--- src/rtl/lif_layer_scheduler_pkg.sv ---
// Shared types and sizing helpers for the time-multiplexed LIF layer scheduler.
// Holds the FSM encoding, the weight polarity constants and the membrane/threshold width derivations.
package lif_layer_scheduler_pkg;

  typedef enum logic [1:0] {
    ST_IDLE = 2'd0,
    ST_RUN  = 2'd1,
    ST_DONE = 2'd2
  } state_e;

  // A set weight bit is an excitatory (+1) synapse, a clear bit an inhibitory (-1) one.
  localparam logic WEIGHT_POS = 1'b1;
  localparam logic WEIGHT_NEG = 1'b0;

  localparam int SHIFT_BITS = 3;

  function automatic int membrane_bits(input int stage);
    return stage + 2;
  endfunction

  function automatic int threshold_bits(input int mbits);
    return mbits - 1;
  endfunction

endpackage

--- src/rtl/lif_layer_scheduler_logic.sv ---
// Single-neuron LIF datapath: binary-weight synaptic sum, shift decay,
// saturating accumulate, threshold compare and reset-by-subtraction.
module lif_logic
  import lif_layer_scheduler_pkg::*;
#(
  parameter int SYNAPSES       = 8,
  parameter int MEMBRANE_BITS  = membrane_bits($clog2(SYNAPSES)),
  parameter int THRESHOLD_BITS = threshold_bits(MEMBRANE_BITS)
) (
  input  logic [SYNAPSES-1:0]              spikes_i,
  input  logic [SYNAPSES-1:0]              weights_i,
  input  logic signed [MEMBRANE_BITS-1:0]  membrane_i,
  input  logic [SHIFT_BITS-1:0]            shift_i,
  input  logic [THRESHOLD_BITS-1:0]        threshold_i,
  output logic signed [MEMBRANE_BITS-1:0]  membrane_o,
  output logic                             spike_o
);

  // One guard bit lets the sum of decayed membrane and psp be tested before clamping.
  localparam int SUM_BITS = MEMBRANE_BITS + 1;
  localparam logic signed [SUM_BITS-1:0] SAT_MAX = SUM_BITS'((2 ** (MEMBRANE_BITS - 1)) - 1);
  localparam logic signed [SUM_BITS-1:0] SAT_MIN = SUM_BITS'(-(2 ** (MEMBRANE_BITS - 1)));

  logic signed [SUM_BITS-1:0]      psp;
  logic signed [SUM_BITS-1:0]      sum;
  logic signed [MEMBRANE_BITS-1:0] decay_amt;
  logic signed [MEMBRANE_BITS-1:0] decayed;
  logic signed [MEMBRANE_BITS-1:0] acc;
  logic signed [MEMBRANE_BITS-1:0] thr_ext;

  // NOTE: combinational blocks use blocking '=' so later lines see earlier results in the same pass.
  always_comb begin
    psp = '0;
    for (int i = 0; i < SYNAPSES; i++) begin
      if (spikes_i[i]) begin
        if (weights_i[i] == WEIGHT_POS) begin
          psp = psp + SUM_BITS'(1);
        end else if (weights_i[i] == WEIGHT_NEG) begin
          psp = psp - SUM_BITS'(1);
        end
      end
    end
  end

  // A zero shift means "no decay"; u - (u >>> 0) would instead wipe the membrane.
  assign decay_amt = membrane_i >>> shift_i;
  assign decayed   = (shift_i == '0) ? membrane_i : membrane_i - decay_amt;
  assign sum       = {decayed[MEMBRANE_BITS-1], decayed} + psp;

  // NOTE: every variable gets a value on every path through always_comb, otherwise a latch is inferred.
  always_comb begin
    acc = sum[MEMBRANE_BITS-1:0];
    if (sum > SAT_MAX) begin
      acc = SAT_MAX[MEMBRANE_BITS-1:0];
    end else if (sum < SAT_MIN) begin
      acc = SAT_MIN[MEMBRANE_BITS-1:0];
    end
  end

  assign thr_ext    = {{(MEMBRANE_BITS - THRESHOLD_BITS){1'b0}}, threshold_i};
  assign spike_o    = (acc >= thr_ext);
  assign membrane_o = spike_o ? (acc - thr_ext) : acc;

endmodule

--- src/rtl/lif_layer_scheduler.sv ---
// Layer scheduler: stores per-neuron weight rows and membranes and steps every
// neuron through one shared lif_logic datapath, one neuron per cycle per timestep.
module lif_layer_scheduler
  import lif_layer_scheduler_pkg::*;
#(
  parameter int NEURONS        = 4,
  parameter int SYNAPSES       = 8,
  parameter int STAGE          = $clog2(SYNAPSES),
  parameter int MEMBRANE_BITS  = membrane_bits(STAGE),
  parameter int THRESHOLD_BITS = threshold_bits(MEMBRANE_BITS),
  parameter int NIDX_BITS      = $clog2(NEURONS)
) (
  input  logic                       clk,
  input  logic                       rst_n,
  input  logic                       in_valid,
  output logic                       in_ready,
  input  logic [SYNAPSES-1:0]        in_spikes,
  output logic                       out_valid,
  input  logic                       out_ready,
  output logic [NEURONS-1:0]         out_spikes,
  input  logic                       cfg_we,
  input  logic [NIDX_BITS-1:0]       cfg_addr,
  input  logic [SYNAPSES-1:0]        cfg_data,
  input  logic                       clear_membranes,
  input  logic [SHIFT_BITS-1:0]      shift,
  input  logic [THRESHOLD_BITS-1:0]  threshold,
  output logic                       busy
);

  state_e                      state_q, state_d;
  logic [NIDX_BITS-1:0]        idx_q, idx_d;
  logic [SYNAPSES-1:0]         spikes_q;
  logic [SHIFT_BITS-1:0]       shift_q;
  logic [THRESHOLD_BITS-1:0]   threshold_q;
  logic [NEURONS-1:0]          acc_q;

  logic [SYNAPSES-1:0]             weights_q [NEURONS];
  logic signed [MEMBRANE_BITS-1:0] mem_q     [NEURONS];

  logic                            in_fire;
  logic                            last_neuron;
  logic signed [MEMBRANE_BITS-1:0] dp_membrane;
  logic                            dp_spike;

  assign in_fire     = in_valid && in_ready;
  assign last_neuron = (idx_q == NIDX_BITS'(NEURONS - 1));

  always_comb begin
    state_d   = state_q;
    idx_d     = idx_q;
    in_ready  = 1'b0;
    out_valid = 1'b0;
    busy      = 1'b0;
    unique case (state_q)
      ST_IDLE: begin
        in_ready = 1'b1;
        if (in_valid) begin
          idx_d   = '0;
          state_d = ST_RUN;
        end
      end
      ST_RUN: begin
        busy = 1'b1;
        if (last_neuron) begin
          state_d = ST_DONE;
        end else begin
          idx_d = idx_q + NIDX_BITS'(1);
        end
      end
      ST_DONE: begin
        busy      = 1'b1;
        out_valid = 1'b1;
        if (out_ready) begin
          state_d = ST_IDLE;
        end
      end
      default: state_d = ST_IDLE;
    endcase
  end

  // NOTE: clocked state is written with non-blocking '<=' so all registers update together at the edge.
  always_ff @(posedge clk or negedge rst_n) begin
    if (!rst_n) begin
      state_q     <= ST_IDLE;
      idx_q       <= '0;
      spikes_q    <= '0;
      shift_q     <= '0;
      threshold_q <= '0;
      acc_q       <= '0;
    end else begin
      state_q <= state_d;
      idx_q   <= idx_d;
      if (in_fire) begin
        spikes_q    <= in_spikes;
        shift_q     <= shift;
        threshold_q <= threshold;
        acc_q       <= '0;
      end else if (state_q == ST_RUN) begin
        acc_q[idx_q] <= dp_spike;
      end
    end
  end

  // NOTE: this storage is deliberately reset: a reset must leave every membrane and weight row at zero,
  // which a memory macro without reset could not guarantee.
  always_ff @(posedge clk or negedge rst_n) begin
    if (!rst_n) begin
      for (int n = 0; n < NEURONS; n++) begin
        weights_q[n] <= '0;
        mem_q[n]     <= '0;
      end
    end else if (state_q == ST_IDLE) begin
      if (cfg_we) begin
        weights_q[cfg_addr] <= cfg_data;
      end
      // The RUN state reads membranes only from the next cycle on, so a clear in the
      // handshake cycle is seen by the timestep it starts.
      if (clear_membranes) begin
        for (int n = 0; n < NEURONS; n++) begin
          mem_q[n] <= '0;
        end
      end
    end else if (state_q == ST_RUN) begin
      mem_q[idx_q] <= dp_membrane;
    end
  end

  lif_logic #(
    .SYNAPSES       (SYNAPSES),
    .MEMBRANE_BITS  (MEMBRANE_BITS),
    .THRESHOLD_BITS (THRESHOLD_BITS)
  ) u_lif_logic (
    .spikes_i    (spikes_q),
    .weights_i   (weights_q[idx_q]),
    .membrane_i  (mem_q[idx_q]),
    .shift_i     (shift_q),
    .threshold_i (threshold_q),
    .membrane_o  (dp_membrane),
    .spike_o     (dp_spike)
  );

  assign out_spikes = acc_q;

endmodule

--- config.mk ---
export PLATFORM = sky130hd
export DESIGN_NAME = lif_layer_scheduler
export DESIGN_NICKNAME = d
export VERILOG_FILES = /design/src/rtl/lif_layer_scheduler_pkg.sv /design/src/rtl/lif_layer_scheduler_logic.sv /design/src/rtl/lif_layer_scheduler.sv
export SDC_FILE = /design/constraint.sdc
export NUM_CORES = 1
export LEC_CHECK = 0
export CORE_UTILIZATION = 50
export DETAILED_ROUTE_END_ITERATION = 12
export PLACE_DENSITY = 0.69
export SLEW_MARGIN = 15
export SYNTH_ARGS = -nofsm -noshare
export SYNTH_HDL_FRONTEND = slang
export SYNTH_SLANG_ARGS = --single-unit
--- constraint.sdc ---
create_clock -name clk -period 14.5 [get_ports clk]
set_input_delay 2.9 -clock clk [delete_from_list [all_inputs] [get_ports clk]]
set_output_delay 2.9 -clock clk [all_outputs]
set_load 0.1 [all_outputs]
; ---- After elaboration in Yosys (flattened, before gate mapping)
; Cells that the tools add are included.
; W data, S select, Z words.
[word_totals]
reg_bits = 75
inputBits = 31
wordCells = 115
[op_classes]
add_sub_neg = 18
magnitude_cmp = 9
n_eq_ne = 8
shift = 1
muxes = 50
bitwise_logic = 2
n_reduce_logical = 13
[ops]
columns = operator, count
row1 = $mux W6, 16
row2 = $mux W20, 3
row3 = $add A6 B2 Y6 const B, 7
row4 = $sub A6 B2 Y6 const B, 7
row5 = $mux W5, 7
row6 = $bwmux W32, 1
row7 = $mux W8, 3
row8 = $bwmux W20, 1
row9 = $bmux W8 S2, 1
row10 = $demux W8 S2, 1
row11 = $bmux W5 S2, 1
row12 = $demux W5 S2, 1
row13 = $mux W2, 5
row14 = $ne A2 B2 Y1 const B, 5
row15 = $sub A5 B5 Y5, 2
row16 = $mux W4, 2
row17 = $add A6 B6 Y6, 1
row18 = $ge A3 B3 Y1 const B, 2
row19 = $gt A6 B5 Y1 const B, 1
row20 = $lt A3 B1 Y1 const B, 2
row21 = $lt A6 B5 Y1 const B, 1
row22 = $not A2 Y3, 2
row23 = $pmux W2 S3, 1
row24 = $reduce_and A3 Y1, 2
row25 = other kinds (17), 26

; ---- Logic depth before layout (Yosys ltp)
; Gate-level depths: netlist of the first run.
[depth]
ltp_word = 36
ltp_mapped = 52
ltp_nobuf = 50

; ---- Cells and area by module
; Synthesis of the first run repeated with hierarchy kept, for this count alone.
[hier_totals]
hier_cells = 558
hier_area_um2 = 5984.5
[modules_own_cells]
columns = mod, instances, cells_each, area_each_um2, seq_area_each_um2
row1 = lif_layer_scheduler, 1, 249, 3544.6, 1876.8
row2 = lif_logic, 1, 309, 2439.8, 0.0

; ---- Worst setup path after synthesis of the first run
; Ideal clock, no wire load.
[synth_timing]
path_type = reg2reg
start = reg idx_q[0]
end = reg mem_q[13] in the netlist's numbering
setup_time_ns = 0.132
arrival_time_ns = 11.025
required_time_ns = 14.368
setup_slack_ns = 3.343
stages_incl_launch_ff = 50
path_buffers = 3
synth_period_minus_slack_ns = 11.157
cell_sequence = dfrtp_1 buf_4 buf_1 mux4_2 inv_1 fa_1 a21o_1 inv_1 fa_1 nand2_1 o21ai_0 fa_1 mux2i_1 inv_1 fa_1 nand2_1 o21ai_0 fa_1 (+14 left out) xnor2_1 xnor3_1 xnor2_1 xnor3_2 buf_6 or2_1 o21a_1 ha_1 nor2b_1 o21ai_0 nand2b_1 a31oi_1 nor2b_1 nor2_1 and3_1 a211oi_1 mux2i_1 o21ai_1
[synth_via]
elab_chain_cells = 36
word_cells_on_any_way = 56
classes_between = 17 x add/sub / 5 x order compare / 1 x shift / 31 x mux / 1 x bitwise / 1 x reduce/logical
[synth_rtl]
columns = element, line
row1 = "start, declared", lif_layer_scheduler.sv:31  ; logic [NIDX_BITS-1:0] idx_q, idx_d;
row2 = "start signal, assigned", lif_layer_scheduler.sv:92  ; idx_q <= idx_d;
row3 = $not A2 Y3 (not written as such) (*), "lif_layer_scheduler.sv:124, lif_layer_scheduler.sv:134, lif_layer_scheduler.sv:135"
row4 = $bmux W8 S2, lif_layer_scheduler.sv:134  ; .weights_i (weights_q[idx_q]),
row5 = $mux W8 (not written as such) (2 in a row), lif_layer_scheduler.sv:134
row6 = $mux W6, lif_layer_scheduler_logic.sv:36  ; if (weights_i[i] == WEIGHT_POS) begin
row7 = $mux W6, lif_layer_scheduler_logic.sv:35  ; if (spikes_i[i]) begin
row8 = $sub A6 B2 Y6 or $add A6 B2 Y6 (tied branches), "lif_layer_scheduler_logic.sv:39, lif_layer_scheduler_logic.sv:37"
row9 = $mux W6, lif_layer_scheduler_logic.sv:36
row10 = $mux W6, lif_layer_scheduler_logic.sv:35
row11 = (+19 left out), -
row12 = $lt A6 B5 Y1, lif_layer_scheduler_logic.sv:55  ; end else if (sum < SAT_MIN) begin
row13 = $mux W5, lif_layer_scheduler_logic.sv:55
row14 = $mux W5, lif_layer_scheduler_logic.sv:53  ; if (sum > SAT_MAX) begin
row15 = $sub A5 B5 Y5 or $ge A5 B5 Y1 (tied branches), "lif_layer_scheduler_logic.sv:62, lif_layer_scheduler_logic.sv:61"
row16 = $mux W5, lif_layer_scheduler_logic.sv:62  ; assign membrane_o = spike_o ? (acc - thr_ext) : acc;
row17 = $bwmux W20 (*), lif_layer_scheduler.sv:124  ; mem_q[idx_q] <= dp_membrane;
row18 = $mux W20 (*), lif_layer_scheduler.sv:123  ; end else if (state_q == ST_RUN) begin
row19 = $mux W20 (*), lif_layer_scheduler.sv:112  ; end else if (state_q == ST_IDLE) begin
row20 = "end signal, assigned by index", lif_layer_scheduler.sv:124
row21 = "end, declared", lif_layer_scheduler.sv:38  ; logic signed [MEMBRANE_BITS-1:0] mem_q [NEURONS];
; Every way passes the cells marked *; elsewhere a longest branch is shown, timed or not. The select of a mux whose other input is x is not followed.
; A chain may end at the register's enable or synchronous reset.

; ---- Worst setup path after layout of the first run
[layout_timing]
start = reg idx_q[1]
end = reg mem_q[8] in the netlist's numbering
; Same word-level chain as after synthesis.

==> run_results.csv, run 1 <==
group,metric,value,unit
run_status,status,"finished clean",
routing,drc,0,
cts,cts_tree,"yes",
layout,final_layout_size_suffix_gt1_frac,0.1680,
placement,placed_area,6335,um^2
routing,drt-wirelength-per-cell,16.73,um
logic_synthesis,synth_top_family_by_area,"multiplexers",
logic_synthesis,syn_area,5886,um^2
routing,firstDrtPassIters,4,
setup_path,critPathMaxFanout,25,
logic_synthesis,synthAdderAreaFrac,0.1314,
placement,gp_congestion,0.8660,
logic_synthesis,synth_area_leaders,"dfrtp_1 32%, mux2_2 10%, ha_1 8.7%",
setup_path,r2r_cells,48,
layout,multi_input_area,3746,um^2
routing,drt-total-wl,12650,um
logic_synthesis,yosysSeqAreaShare,0.3189,
global_route,track_usage,0.2165,
routing,drtIter0Drc,241,
cts,cts_buffers,9,
placement,hpwl,9201,um
setup_path,cp_slowest_cell,"xnor3_2",
floorplanning,ios,38,
timing,slew_headroom,0.3464,
logic_synthesis,synth_mux_area_frac,0.1730,
hold_path,hold_path_depth,1,
setup_path,cpPeakStageDelay,0.60,ns
floorplanning,die_width,110.5,um
setup_path,critPathKind,"flip-flop to flip-flop",
timing,tns,0,ns
floorplanning,die_area,12210,um^2
timing,drv_slew,0,
hold_path,whs_endpoint,"weights_q[1]",
layout,seq_area,1877,um^2
layout,area_delta_synth_final,12.46,%
routing,ant_nets,0,
setup_path,r2r_slack,2.48,ns
setup_path,arrival,12.22,ns
global_route,antenna_found_initial,0,
global_route,grt_pass1_wl,21480,um
placement,port_buffers,37,
cts,htreeDepth,3,
logic_synthesis,synth_common_cells,"75 x dfrtp_1, 54 x mux2_2, 47 x nand2_1, 41 x ha_1, 36 x inv_1",
logic_synthesis,synth.most_common_cell,"dfrtp_1",
logic_synthesis,async_reset_ff_frac,1.000,
cts,cts-root-buf,"clkbuf_16",
setup_path,critPathCaptureType,"flip-flop",
cts,clock_latency,0.34,ns
floorplanning,die_height,110.5,um
logic_synthesis,synth.avg_cell_area,10.10,um^2
cts,cts_setup_buffers,0,
logic_synthesis,synth_top_cell_by_area,"dfrtp_1",
logic_synthesis,synth-simple-area-share,0.1276,
logic_synthesis,synth_compound_area_frac,0.1331,
global_route,grt_pass1_vias,4405,
timing,skew,0.009651,ns
layout,nets,693,
logic_synthesis,synth_nets,668,
global_route,grt_max_degree,76,
timing,fin_hold_ws,0.5026,ns
timing,clock.fmax,0.08322,GHz
hold_path,min-delay-path-class,"flip-flop to flip-flop",
timing,post-route-min-period,12.02,ns
cts,path_clk_slew,0.06,ns
layout,antenna_cells,0,
logic_synthesis,netlist-cell-type-count,61,
layout,final_core_util,0.5772,
layout,final_cell_area,6619,um^2
timing,worstMarginPinSlew,0.9773,ns
setup_path,required,14.71,ns
floorplanning,std_cell_rows,39,
routing,vias,4399,
global_route,gr-total-overflow,0,
cts,ctsHoldBuffers,0,
logic_synthesis,synth_top_area_share,0.3189,
cts,clockBufferDepth,2,
floorplanning,start_util,0.5133,
layout,fill_cells,957,
setup_path,worstSetupStartpointType,"flip-flop",
logic_synthesis,synth_cells,583,
timing,rsz0062_at_grt,"no",
logic_synthesis,ys_seq_elements,75,
setup_path,r2r_end,"mem_q[8]",
setup_path,path_common_cell,"ha_1",
timing,finalHoldViolations,0,
timing,setup_violations,0,
logic_synthesis,ys_warn_count,0,
logic_synthesis,synth-edff-count,0,
hold_path,worstHoldStart,"weights_q[1]",
timing,period_share,0.8287,
floorplanning,core,11470,um^2
routing,post_drt_via_cell_ratio,5.819,
logic_synthesis,synth_xor_area_frac,0.07143,
cts,ctsResizeCount,0,
cts,clock-sinks,75,
setup_path,path_delay_family,"adder cells",
setup_path,r2r-start,"idx_q[1]",
logic_synthesis,synth-main-ff-cell,"dfrtp_1",
setup_path,crit_start,"idx_q[1]",
run,maxCapViolCount,0,
setup_path,path_buf_inv,2,
setup_path,path_depth,48,
## worst max path at each step
stage	end
global placement	mem_q[13]
floorplan	mem_q[13]
CTS	mem_q[8]
detailed placement	mem_q[3]
finish	mem_q[8]
global route	mem_q[5]
## through the flow
step	std cells	setup slack, ns
after floorplan	583	3.343
after global routing	756	1.714
after CTS	756	2.588
after detailed placement	740	2.637
final	756	2.483
after global placement	740	3.097
## state kept, by name (all words and copies together), names as in the netlist
signal,flops
weights_q,32
idx_q,2
state_q,2
out_spikes,4
spikes_q,8
threshold_q,4
mem_q,20
shift_q,3
## area by class of cell
| class | instances | area share |
|---|---|---|
| Tap cell | 143 | 0.02703 |
| Clock buffer | 9 | 0.03403 |
| Timing Repair Buffer | 41 | 0.06011 |
| Clock inverter | 7 | 0.008885 |
| Multi-Input combinational cell | 445 | 0.5660 |
| Sequential cell | 75 | 0.2836 |
| Inverter | 36 | 0.02042 |
## kinds of logic after synthesis
logic type,Yosys count
buffers and inverters,63
muxes,79
adders and majority gates,54
DFF,75
xor gates and xnor gates,41
and+or+nand+nor,149
AOI/OAI and AO/OA,122
## per-layer routing
metal | GRT usage | routed length (um) | part of all wire | vias up
li1 | - | - | - | 2141
met1 | 0.3011 | 5955 | 0.47 | 2161
met2 | 0.3482 | 6097 | 0.48 | 78
met3 | 0.02086 | 340 | 0.027 | 19
met4 | 0.08711 | 253 | 0.020 | 0
met5 | 0 | 0 | 0 | -
## layout by cell type, fill, tap and decap left out, types with 11 or more instances in the layout
cell / n
fa_1: 13
ha_1: 41
nand2_1: 47
inv_1: 36
nor2_1: 21
clkdlybuf4s50_1: 36
mux2i_1: 11
xnor2_1: 27
o21ai_0: 29
nor3_1: 13
mux4_2: 12
nand4_1: 11
nand3_1: 20
a21oi_1: 35
a21o_1: 13
dfrtp_1: 75
mux2_2: 54
Power of run 1 is not shown: default switching activity piles up to over one toggle a cycle in this logic, so the estimate is an artifact.
==> run 2, diff against run 1 <==
==> constraint.sdc (replaced) <==
create_clock -name clk -period 11.33 [get_ports clk]
set_input_delay 2.266 -clock clk [delete_from_list [all_inputs] [get_ports clk]]
set_output_delay 2.266 -clock clk [all_outputs]
set_load 0.1 [all_outputs]
==> run_results.csv, run 2 (synthesis gave the netlist of run 1 again) <==
group,metric,value,unit
timing,fin_ws,0.5989,ns
layout,largestRegisters,"weights_q: 32 flops, mem_q: 20 flops, spikes_q: 8 flops",
setup_path,path_buf_inv,2,
timing,period_share,0.9471,
setup_path,cpPeakStageDelay,0.51,ns
setup_path,cp_slowest_cell,"fa_1",
timing,skew,0.004645,ns
layout,fill_cells,956,
floorplanning,ios,38,
floorplanning,start_util,0.5133,
routing,drtIter0Drc,215,
setup_path,arrival,10.99,ns
setup_path,path_delay_family,"adder cells",
global_route,antenna_found_initial,0,
setup_path,critPathKind,"flip-flop to flip-flop",
cts,htreeDepth,3,
cts,ctsHoldBuffers,0,
timing,slew_headroom,0.3491,
cts,clock-sinks,75,
layout,nets,697,
routing,firstDrtPassIters,4,
routing,drt-total-wl,12730,um
layout,final_common_cell,"dfrtp_1",
layout,final_core_util,0.5851,
setup_path,critPathMaxFanout,9,
floorplanning,die_area,12210,um^2
floorplanning,core,11470,um^2
global_route,gr-total-overflow,0,
timing,tns,0,ns
global_route,grt_pass1_vias,4516,
global_route,grt_pass1_wl,21490,um
timing,worstMarginPinSlew,0.9733,ns
layout,largest_reg_flops,32,
cts,cts_buffers,9,
layout,antenna_cells,0,
placement,dp_slack,0.2297,ns
routing,ant_nets,0,
routing,post_drt_via_cell_ratio,5.864,
timing,finalHoldViolations,0,
cts,clock_latency,0.35,ns
setup_path,critPathCaptureType,"flip-flop",
hold_path,min-delay-path-class,"flip-flop to flip-flop",
placement,gp_congestion,0.8609,
placement,port_buffers,37,
timing,fin_hold_ws,0.4977,ns
timing,drv_slew,0,
setup_path,required,11.59,ns
timing,clock.fmax,0.09319,GHz
cts,clockBufferDepth,2,
routing,vias,4445,
cts,cts-root-buf,"clkbuf_16",
cts,path_clk_slew,0.06,ns
run,maxCapViolCount,0,
timing,setup_violations,0,
placement,hpwl,9434,um
routing,drc,0,
floorplanning,std_cell_rows,39,
floorplanning,die_height,110.5,um
timing,rsz0062_at_grt,"no",
run_status,status,"finished clean",
cts,cts_tree,"yes",
timing,post-route-min-period,10.73,ns
floorplanning,die_width,110.5,um
routing,drt-wirelength-per-cell,16.79,um
layout,area_delta_synth_final,13.99,%
layout,final_layout_size_suffix_gt1_frac,0.1984,
setup_path,worstSetupStartpointType,"flip-flop",
global_route,grt_max_degree,76,
setup_path,path_common_cell,"ha_1",
global_route,track_usage,0.2188,
layout,layout_common_cells,"73 x dfrtp_1, 54 x mux2_2, 47 x nand2_1",
layout,regMostFlops,"weights_q",
[run 2: cell count changes in the layout (fill, tap and decap cells not counted), sizes merged]
cell and delta:
buf +4, bufinv +1, clkinv +3, clkinvlp -3, inv -3
[run 2: final cells by class]
cell class                      count  area, um^2  share of cell area
Timing Repair Buffer               45       427.9             0.06378
Tap cell                          143       178.9             0.02667
Clock inverter                      5       56.30            0.008392
Inverter                           36       135.1             0.02014
Clock buffer                        9       225.2             0.03357
Sequential cell                    75        1879              0.2801
Multi-Input combinational cell    445        3806              0.5673
[run 2: metal layers]
metal	vias up	track usage	part of all wire
met5	-	0	0
met4	0	0.08000	0.017
met3	15	0.03403	0.034
met2	72	0.3739	0.50
met1	2215	0.2802	0.45
li1	2143	-	-
[run 2: final timing paths]
| check | start | end | slack (ns) | cells after the start |
|---|---|---|---|---|
| worst max register to register | idx_q[1] | mem_q[6] | 0.60 | 47 |
| worst min-delay path | weights_q[14] | weights_q[14] | 0.50 | 1 |
| worst min register to register | weights_q[14] | weights_q[14] | 0.50 | 1 |
| worst max-delay path | idx_q[1] | mem_q[6] | 0.60 | 47 |
| min in group asynchronous | rst_n | spikes_q[4] | 2.06 | 1 |
| max in group asynchronous | rst_n | idx_q[0] | 8.56 | 1 |
[run 2: metrics by stage]
stage	cells	cell area [um^2]
global placement	744	6365
CTS	758	6646
finish	758	6709
global route	758	6709
detailed placement	744	6365
floorplan	583	5886
[run 2: timing repair]
| action | CTS | global route |
|---|---|---|
| setup endpoints to repair | 0 | 24 |
| gates resized for setup | 0 | 22 |
| setup buffers | 0 | 0 |
Power of run 2 is left out for the same reason.
